===== src/rtl/cart_pkg.sv =====
// Shared cartridge-memory types: mode codes, arbiter states and the memory request payload.
package cart_pkg;

  localparam int unsigned ADDR_W   = 25;
  localparam int unsigned DATA_W   = 16;
  localparam int unsigned BE_W     = 2;
  localparam int unsigned MODE_W   = 3;
  localparam int unsigned STREAK_W = 4;

  localparam logic [MODE_W-1:0] CART_NONE     = 3'd0;
  localparam logic [MODE_W-1:0] CART_ROM2M    = 3'd1;
  localparam logic [MODE_W-1:0] CART_DRAM1M   = 3'd2;
  localparam logic [MODE_W-1:0] CART_DRAM4M   = 3'd3;
  localparam logic [MODE_W-1:0] CART_BACKUP   = 3'd4;
  localparam logic [MODE_W-1:0] CART_ROM_ACS1 = 3'd5;

  typedef enum logic [1:0] {IDLE, BUSY_C, BUSY_H, DONE} arb_state_t;

  typedef struct packed {
    logic [ADDR_W-1:0] addr;
    logic [DATA_W-1:0] data;
    logic [BE_W-1:0]   be;
    logic              wr;
    logic              rd;
  } mem_req_t;

  function automatic logic req_present(input logic [BE_W-1:0] we, input logic rd);
    return (we != '0) || rd;
  endfunction

  // A request with any byte enable set is a write; RD is then ignored.
  function automatic mem_req_t make_req(input logic [ADDR_W-1:0] a,
                                        input logic [DATA_W-1:0] d,
                                        input logic [BE_W-1:0]   we);
    mem_req_t r;
    r.addr = a;
    r.data = d;
    r.wr   = (we != '0);
    r.rd   = (we == '0);
    r.be   = r.wr ? we : '1;
    return r;
  endfunction

endpackage


===== src/rtl/cart_mem_arbiter.sv =====
// Shares the cartridge memory port between the A-bus cart controller and the HPS loader,
// cart first with a streak limit that guarantees HPS progress.
module cart_mem_arbiter
  import cart_pkg::*;
#(
  parameter int unsigned MAX_CART_STREAK = 4
) (
  input  logic              CLK,
  input  logic              RST,
  input  logic [MODE_W-1:0] MODE,
  input  logic [ADDR_W:1]   CART_A,
  input  logic [DATA_W-1:0] CART_DO,
  input  logic [BE_W-1:0]   CART_WE,
  input  logic              CART_RD,
  output logic [DATA_W-1:0] CART_DI,
  output logic              CART_RDY,
  input  logic [ADDR_W:1]   HPS_A,
  input  logic [DATA_W-1:0] HPS_DO,
  input  logic [BE_W-1:0]   HPS_WE,
  input  logic              HPS_RD,
  output logic [DATA_W-1:0] HPS_DI,
  output logic              HPS_RDY,
  output logic [ADDR_W:1]   DDR_A,
  output logic [DATA_W-1:0] DDR_DO,
  output logic [BE_W-1:0]   DDR_BE,
  output logic              DDR_WR,
  output logic              DDR_RD,
  input  logic [DATA_W-1:0] DDR_DI,
  input  logic              DDR_ACK,
  output logic              GNT_HPS
);

  arb_state_t          state, state_d;
  logic [STREAK_W-1:0] streak, streak_d;
  mem_req_t            ddr_q, ddr_d;
  logic [DATA_W-1:0]   cart_di_q, cart_di_d, hps_di_q, hps_di_d;
  logic                cart_rdy_q, cart_rdy_d, hps_rdy_q, hps_rdy_d;
  logic                gnt_hps_q, gnt_hps_d;

  logic cart_req, hps_req, cart_wr, streak_max, hps_win, cart_win, cart_local;

  // Arbitration decision for the current IDLE cycle
  always_comb begin
    cart_req   = req_present(CART_WE, CART_RD);
    hps_req    = req_present(HPS_WE, HPS_RD);
    cart_wr    = (CART_WE != '0);
    streak_max = (streak == STREAK_W'(MAX_CART_STREAK));
    hps_win    = hps_req && (!cart_req || streak_max);
    cart_win   = cart_req && !hps_win;
    cart_local = (MODE == CART_NONE) ||
                 (cart_wr && ((MODE == CART_ROM2M) || (MODE == CART_ROM_ACS1)));
  end

  // Next-state and next-output logic
  always_comb begin
    state_d    = state;
    streak_d   = streak;
    ddr_d      = ddr_q;
    cart_di_d  = cart_di_q;
    hps_di_d   = hps_di_q;
    cart_rdy_d = 1'b0;
    hps_rdy_d  = 1'b0;
    gnt_hps_d  = gnt_hps_q;

    case (state)
      IDLE: begin
        if (!hps_req) streak_d = '0;
        if (hps_win) begin
          state_d   = BUSY_H;
          streak_d  = '0;
          ddr_d     = make_req(HPS_A, HPS_DO, HPS_WE);
          gnt_hps_d = 1'b1;
        end else if (cart_win) begin
          if (hps_req && !streak_max) streak_d = streak + STREAK_W'(1);
          if (cart_local) begin
            // Forbidden or unmapped access: finish without touching memory
            state_d    = DONE;
            cart_rdy_d = 1'b1;
            if (MODE == CART_NONE) cart_di_d = 16'hFFFF;
          end else begin
            state_d = BUSY_C;
            ddr_d   = make_req(CART_A, CART_DO, CART_WE);
          end
        end
      end
      BUSY_C: begin
        if (DDR_ACK) begin
          state_d    = DONE;
          ddr_d.wr   = 1'b0;
          ddr_d.rd   = 1'b0;
          cart_rdy_d = 1'b1;
          if (ddr_q.rd) cart_di_d = DDR_DI;
        end
      end
      BUSY_H: begin
        if (DDR_ACK) begin
          state_d   = DONE;
          ddr_d.wr  = 1'b0;
          ddr_d.rd  = 1'b0;
          hps_rdy_d = 1'b1;
          gnt_hps_d = 1'b0;
          if (ddr_q.rd) hps_di_d = DDR_DI;
        end
      end
      DONE: state_d = IDLE;
      default: state_d = IDLE;
    endcase
  end

  always_ff @(posedge CLK or posedge RST) begin
    if (RST) begin
      state      <= IDLE;
      streak     <= '0;
      ddr_q      <= '0;
      cart_di_q  <= '0;
      hps_di_q   <= '0;
      cart_rdy_q <= 1'b0;
      hps_rdy_q  <= 1'b0;
      gnt_hps_q  <= 1'b0;
    end else begin
      state      <= state_d;
      streak     <= streak_d;
      ddr_q      <= ddr_d;
      cart_di_q  <= cart_di_d;
      hps_di_q   <= hps_di_d;
      cart_rdy_q <= cart_rdy_d;
      hps_rdy_q  <= hps_rdy_d;
      gnt_hps_q  <= gnt_hps_d;
    end
  end

  assign DDR_A    = ddr_q.addr;
  assign DDR_DO   = ddr_q.data;
  assign DDR_BE   = ddr_q.be;
  assign DDR_WR   = ddr_q.wr;
  assign DDR_RD   = ddr_q.rd;
  assign CART_DI  = cart_di_q;
  assign HPS_DI   = hps_di_q;
  assign CART_RDY = cart_rdy_q;
  assign HPS_RDY  = hps_rdy_q;
  assign GNT_HPS  = gnt_hps_q;

endmodule


===== config.mk =====
export PLATFORM = sky130hd
export DESIGN_NAME = cart_mem_arbiter
export DESIGN_NICKNAME = d
export VERILOG_FILES = /design/src/rtl/cart_pkg.sv /design/src/rtl/cart_mem_arbiter.sv
export SDC_FILE = /design/constraint.sdc
export NUM_CORES = 1
export LEC_CHECK = 0
export BUFFER_PORTS_ARGS = -buffer_cell sky130_fd_sc_hd__clkbuf_2
export CAP_MARGIN = 20
export CORE_MARGIN = 5
export CORE_UTILIZATION = 48
export DETAILED_ROUTE_END_ITERATION = 16
export HOLD_SLACK_MARGIN = 0.03
export PLACE_DENSITY = 0.78
export SYNTH_ARGS = -nofsm -noshare
export SYNTH_HDL_FRONTEND = slang
export SYNTH_SLANG_ARGS = --single-unit

===== constraint.sdc =====
create_clock -name CLK -period 3.1 [get_ports CLK]
set_clock_uncertainty 0.2 [all_clocks]
set_input_delay 0.155 -clock CLK [delete_from_list [all_inputs] [get_ports CLK]]
set_output_delay 0.155 -clock CLK [all_outputs]
set_load 0.02 [all_outputs]

## Word-level counts from Yosys, hierarchy flattened

Cells that the tools add are included.

- Output and inout bits: 80
- Flip-flop bits (word level): 86
- Bits of input ports: 110

- Equal/unequal tests: 18
- Muxes and demuxes: 32
- Add/subtract/negate cells: 1
- Reductions and logical operators: 29

Operators by type and width:

| operator | number |
|---|---|
| $mux 45 | 3 |
| $mux 16 | 6 |
| $pmux 16 s2 | 1 |
| $ne 2x2->1 const B | 9 |
| $mux 4 | 4 |
| $mux 2 | 7 |
| $reduce_bool 2->1 | 6 |
| $reduce_and 3->1 | 3 |
| $mux 1 | 7 |
| $reduce_and 7->1 | 1 |
| $logic_not 2->1 | 3 |
| $ne 3x3->1 const B | 2 |
| $pmux 2 s3 | 1 |
| $logic_or 1x1->1 | 5 |
| $add 4x1->4 const B | 1 |
| $eq 2x2->1 const B | 2 |
| $eq 4x3->1 const B | 1 |
| $logic_and 1x1->1 | 4 |
| $pmux 1 s2 | 2 |
| $pmux 2 s2 | 1 |
| $reduce_and 4->1 | 1 |
| $eq 3x1->1 const B | 1 |
| $eq 3x3->1 const B | 1 |
| $logic_not 1->1 | 3 |
| other kinds (5) | 5 |

## Logic depth before layout (Yosys ltp)

- Depth in word-level cells: 10
- Depth in mapped cells: 8
- Mapped depth without buffers: 6

## Least setup slack after synthesis

No wires, ideal clock.

- Path type: register to register
- Start: register streak[0]
- End: register ddr_q, in the netlist DDR_A[10]
- Slack: 0.856 ns
- Library setup time: 0.125 ns
- Period minus slack after synthesis: 2.244 ns
- Cell stages (with the launch flop): 8
- Arrival time: 1.919 ns
- Required time: 2.775 ns
- Cells stage by stage: dfrtp_1 inv_1 ha_1 and3b_1 o21ai_2 buf_2 mux2_2 mux2_4

- Longest elaborated chain between the ends: 7
- Elaborated cells between the ends (all ways): 9
- Those cells by class: 2 x eq/ne; 1 x mux; 6 x reduce/logical

RTL lines:

| what | line | source |
|---|---|---|
| from (decl) | cart_mem_arbiter.sv:34 | `logic [STREAK_W-1:0] streak, streak_d;` |
| from (signal assigned) | cart_mem_arbiter.sv:122 | `streak <= streak_d;` |
| $eq 4x3->1 (*) | cart_mem_arbiter.sv:47 | `streak_max = (streak == STREAK_W'(MAX_CART_STREAK));` |
| $logic_or 1x1->1 (*) | cart_mem_arbiter.sv:48 | `hps_win = hps_req && (!cart_req \|\| streak_max);` |
| $logic_and 1x1->1 (*) | cart_mem_arbiter.sv:48 |  |
| $logic_not 1->1 | cart_mem_arbiter.sv:49 | `cart_win = cart_req && !hps_win;` |
| $logic_and 1x1->1 | cart_mem_arbiter.sv:49 |  |
| $reduce_bool 2->1 (no line) | -- |  |
| $reduce_and 3->1 (no line) | -- |  |
| to (signal assigned) | cart_mem_arbiter.sv:123 | `ddr_q <= ddr_d;` |
| to (decl) | cart_mem_arbiter.sv:35 | `mem_req_t ddr_q, ddr_d;` |

Mark *: on every way between the ends. The rest lies on a longest branch, timed or not.
A chain may end at the register's enable or synchronous reset.

## Worst setup path in the final report

- Start: register streak[0]
- End: register ddr_q, in the netlist DDR_A[21]

Same word-level chain as after synthesis.

==> out/results.tsv <==
stage	metric	value	unit
status	status	finished, final reports clean	
drt	drt pass-1 iters	4	
critical_path	crit start category	flip-flop	
yosys	Distinct cells, synth	44	
drt	WL/cell	16.9	microns
global_route	GRT overflow	0	
power	LEAKAGE	3.27	nW
critical_path	CP max stage cell	dlygate4sd3_1	
sta	Max Slew Vio Count	0	
drt	drc violations	0	
die	Core Area	8810	sq um
yosys	cell area after synthesis	4360	sq um
clock_tree	H-tree levels	3	
critical_path	crit path kind	reg -> reg	
die	Initial Util	49.5	%
cells_and_area	Area Growth Syn to Fin	52.1	%
critical_path	CP Capture Type	flip-flop	
critical_path	CP delay by family, top	buffers and inverters	
sta	hold_ws	37.2	ps
clock_tree	postcts setup bufs	0	
placement	IO buf count	189	
global_route	vias in the first global route	4091	
critical_path	CP max FO	22	
cells_and_area	area occupied by multi-input gates	2000	sq um
sta	RSZ-0062 raised after global routing	no	
sta	Slew HR	52.0	%
run	Max Cap Viol	0	
yosys	Ys Warns	0	
sta	Worst-Margin Slew	715	ps
yosys	synthesized flop and latch total	86	
placement	post-DP HPWL	7920	microns
die	Chip Height	105	microns
clock_tree	Longest Clk Path Bufs	2	
cells_and_area	sequential cell area	2150	sq um
drt	antenna viol nets, final	0	
sta	Max Freq	337	MHz
sta	minimum clock period	2970	ps
clock_tree	Worst-Skew Late Latency	350	ps
yosys	Synth area leaders	dfrtp_1, mux2_2, mux2_4	
yosys	Mapped Cells	321	
clock_tree	clk slew on worst S/H paths	90	ps
clock_tree	clock sink count	86	
critical_path	CP arrival	3000	ps
yosys	top cell type's share of synthesized area	49.4	%
sta	Final period util	95.8	%
cells_and_area	Final nets	732	
critical_path	critical path buffer and inverter count	3	
clock_tree	CTS tree	yes	
die	Row Count	34	
critical_path	Worst path max stage delay	580	ps
die	boundary pin count	190	
hold_path	Min-Delay Path Class	in -> reg	
yosys	Synth area leader	dfrtp_1	
cells_and_area	FILL cells	574	
clock_tree	CTS root buffer	clkbuf_8	
die	full die area	11100	sq um
clock_tree	Num CTS Buffers	9	
drt	via count	3755	
clock_tree	post-CTS sizing	0	
global_route	Global Route Usage Sum	22.1	%
placement	GPL Wtd Cong	0.806	
cells_and_area	layout cells sized above 1	52.3	%
yosys	Post-synth EDFFs	0	
global_route	first-pass GRT wire length	19700	microns
critical_path	Data required, critical path	3130	ps
global_route	largest net degree at the start of global routing	32	
global_route	initial antenna violation count	1	
sta	endpoints failing setup	0	
yosys	Post-Syn Nets	436	
sta	Total Negative Setup Slacks	0	ps
power	PD cells	843	nW/um^2
drt	final wirelength	12400	microns
yosys	Mean Syn Cell Area	13.6	sq um
yosys	Seq/Total Area, Yosys	49.4	%
drt	vias per cell	5.14	
yosys	top_reg_cell synth	dfrtp_1	
critical_path	worst-path cell chain	inv_1 -> ha_1 -> and3b_1 -> o21ai_4 -> buf_4 -> mux2_2 -> dlygate4sd3_1 -> mux2_4	
power	Worst VDD drop	0.000483	V
die	Die W	105	microns
sta	Final Hold Fails	0	
yosys	fraction of registers with async set/reset	100	%
drt	Iter 0 DRT Violations	129	
power breakdown:
group | total, mW | leakage (nW) | switching (mW) | internal, mW
Clock | 0.890 | 0.117 | 0.408 | 0.482
Combinational | 2.83 | 2.13 | 1.45 | 1.38
Sequential | 1.87 | 1.03 | 0.288 | 1.59
Total | 5.59 | 3.27 | 2.14 | 3.45
sequential cells by signal, summed over array words and instances, names as in the netlist, 2 cells and up:
| register | flops |
|---|---|
| streak | 4 |
| DDR_BE | 2 |
| DDR_DO | 16 |
| HPS_DI | 16 |
| CART_DI | 16 |
| state | 2 |
| DDR_A | 25 |
placed cells by master, fill, tap and decap left out, types with 2 or more instances in the layout:
cell           instances
ha_1                   5
clkbuf_2             189
inv_1                 17
mux2_2                68
nor2b_1                2
clkbuf_8              10
nor3_1                 5
a21oi_1                8
o32ai_1                3
o21ai_1                2
clkinv_2               2
bufinv_16              2
nand3_1                5
nor2_1                 4
a32oi_1                2
dfrtp_1               86
nand2_1                8
buf_4                  8
mux2_4                40
or3_1                  3
o21ai_0                6
o22a_1                 9
dlygate4sd3_1        103
o22ai_1                9
inv_6                  2
worst reg2reg max path, cell delays in order, from the launching register on:
cell	delay, ps
dfrtp_1	410
inv_1	60
ha_1	230
and3b_1	250
o21ai_4	160
buf_4	300
mux2_2	390
dlygate4sd3_1	580
mux2_4	260
through the flow:
step / util [%] / setup slack, ps / instance area [sq um] / cells / total power, mW
3_5_place_dp: 61.0 / 603 / 5370 / 611 / 4.51
4_1_cts: 75.3 / 172 / 6630 / 730 / 5.59
6_report: 75.3 / 129 / 6630 / 731 / 5.59
3_3_place_gp: 61.0 / 735 / 5370 / 611 / 4.43
2_1_floorplan: - / 523 / 4360 / 321 / 3.78
5_1_grt: 75.3 / 22.1 / 6630 / 731 / 5.91
cell families (layout without fill, tap and decap cells):
logic type / Yosys count / in the layout / share of synthesized area [%]
simple gates: 34 / 34 / 4.05
flops: 86 / 86 / 49.4
other cells: 0 / 1 / 0
compound gates: 54 / 54 / 8.92
buf+inv: 34 / 335 / 4.91
mux: 108 / 108 / 31.3
fa+ha+maj: 5 / 5 / 1.43
worst paths after layout:
check	cells after the start	end	from	slack, ps
hold reg to reg	1	CART_DI[8]	CART_DI[8]	300
setup reg to reg	8	DDR_A[21]	streak[0]	130
setup / recovery	8	DDR_A[21]	streak[0]	130
min in group asynchronous	3	DDR_A[7]	RST	210
hold / removal	4	DDR_WR	HPS_RD	40
max in group asynchronous	4	DDR_DO[6]	RST	1690
metal layers:
layer	global-route usage, %	up-vias	share of wire, %
met5	0	-	0
met4	7.03	0	1.9
met3	7.03	18	7.4
met2	39.6	148	52
met1	24.9	1818	38
li1	-	1771	-
final cells by class:
cell class	count	share of cell area [%]
Multi-Input combinational cell	201	30.2
Antenna cell	1	0.0377
Inverter	19	1.09
Clock buffer	10	2.08
Clock inverter	6	1.38
Tap cell	108	2.04
Sequential cell	86	32.5
Timing Repair Buffer	300	30.7
cells in the mapped netlist, types with 2 or more instances:
library cell / n
nor2b_1: 2
or3_1: 3
buf_12: 4
clkbuf_1: 4
mux2_4: 40
mux2_2: 68
o21ai_0: 6
o21ai_1: 2
inv_1: 18
buf_2: 5
nor2_1: 4
ha_1: 5
dfrtp_1: 86
o21a_1: 2
nand3_1: 5
nand2_1: 8
o32ai_1: 3
buf_6: 2
a32oi_1: 2
o22ai_1: 9
o22a_1: 9
a21oi_1: 8
nor3_1: 5
repair_timing:
item | in CTS | in global routing
hold buffers | 103 | 0
hold endpoints to repair | 105 | 0
setup endpoints to repair | 0 | 0
Note: power is estimated with default switching activity, not from simulation.
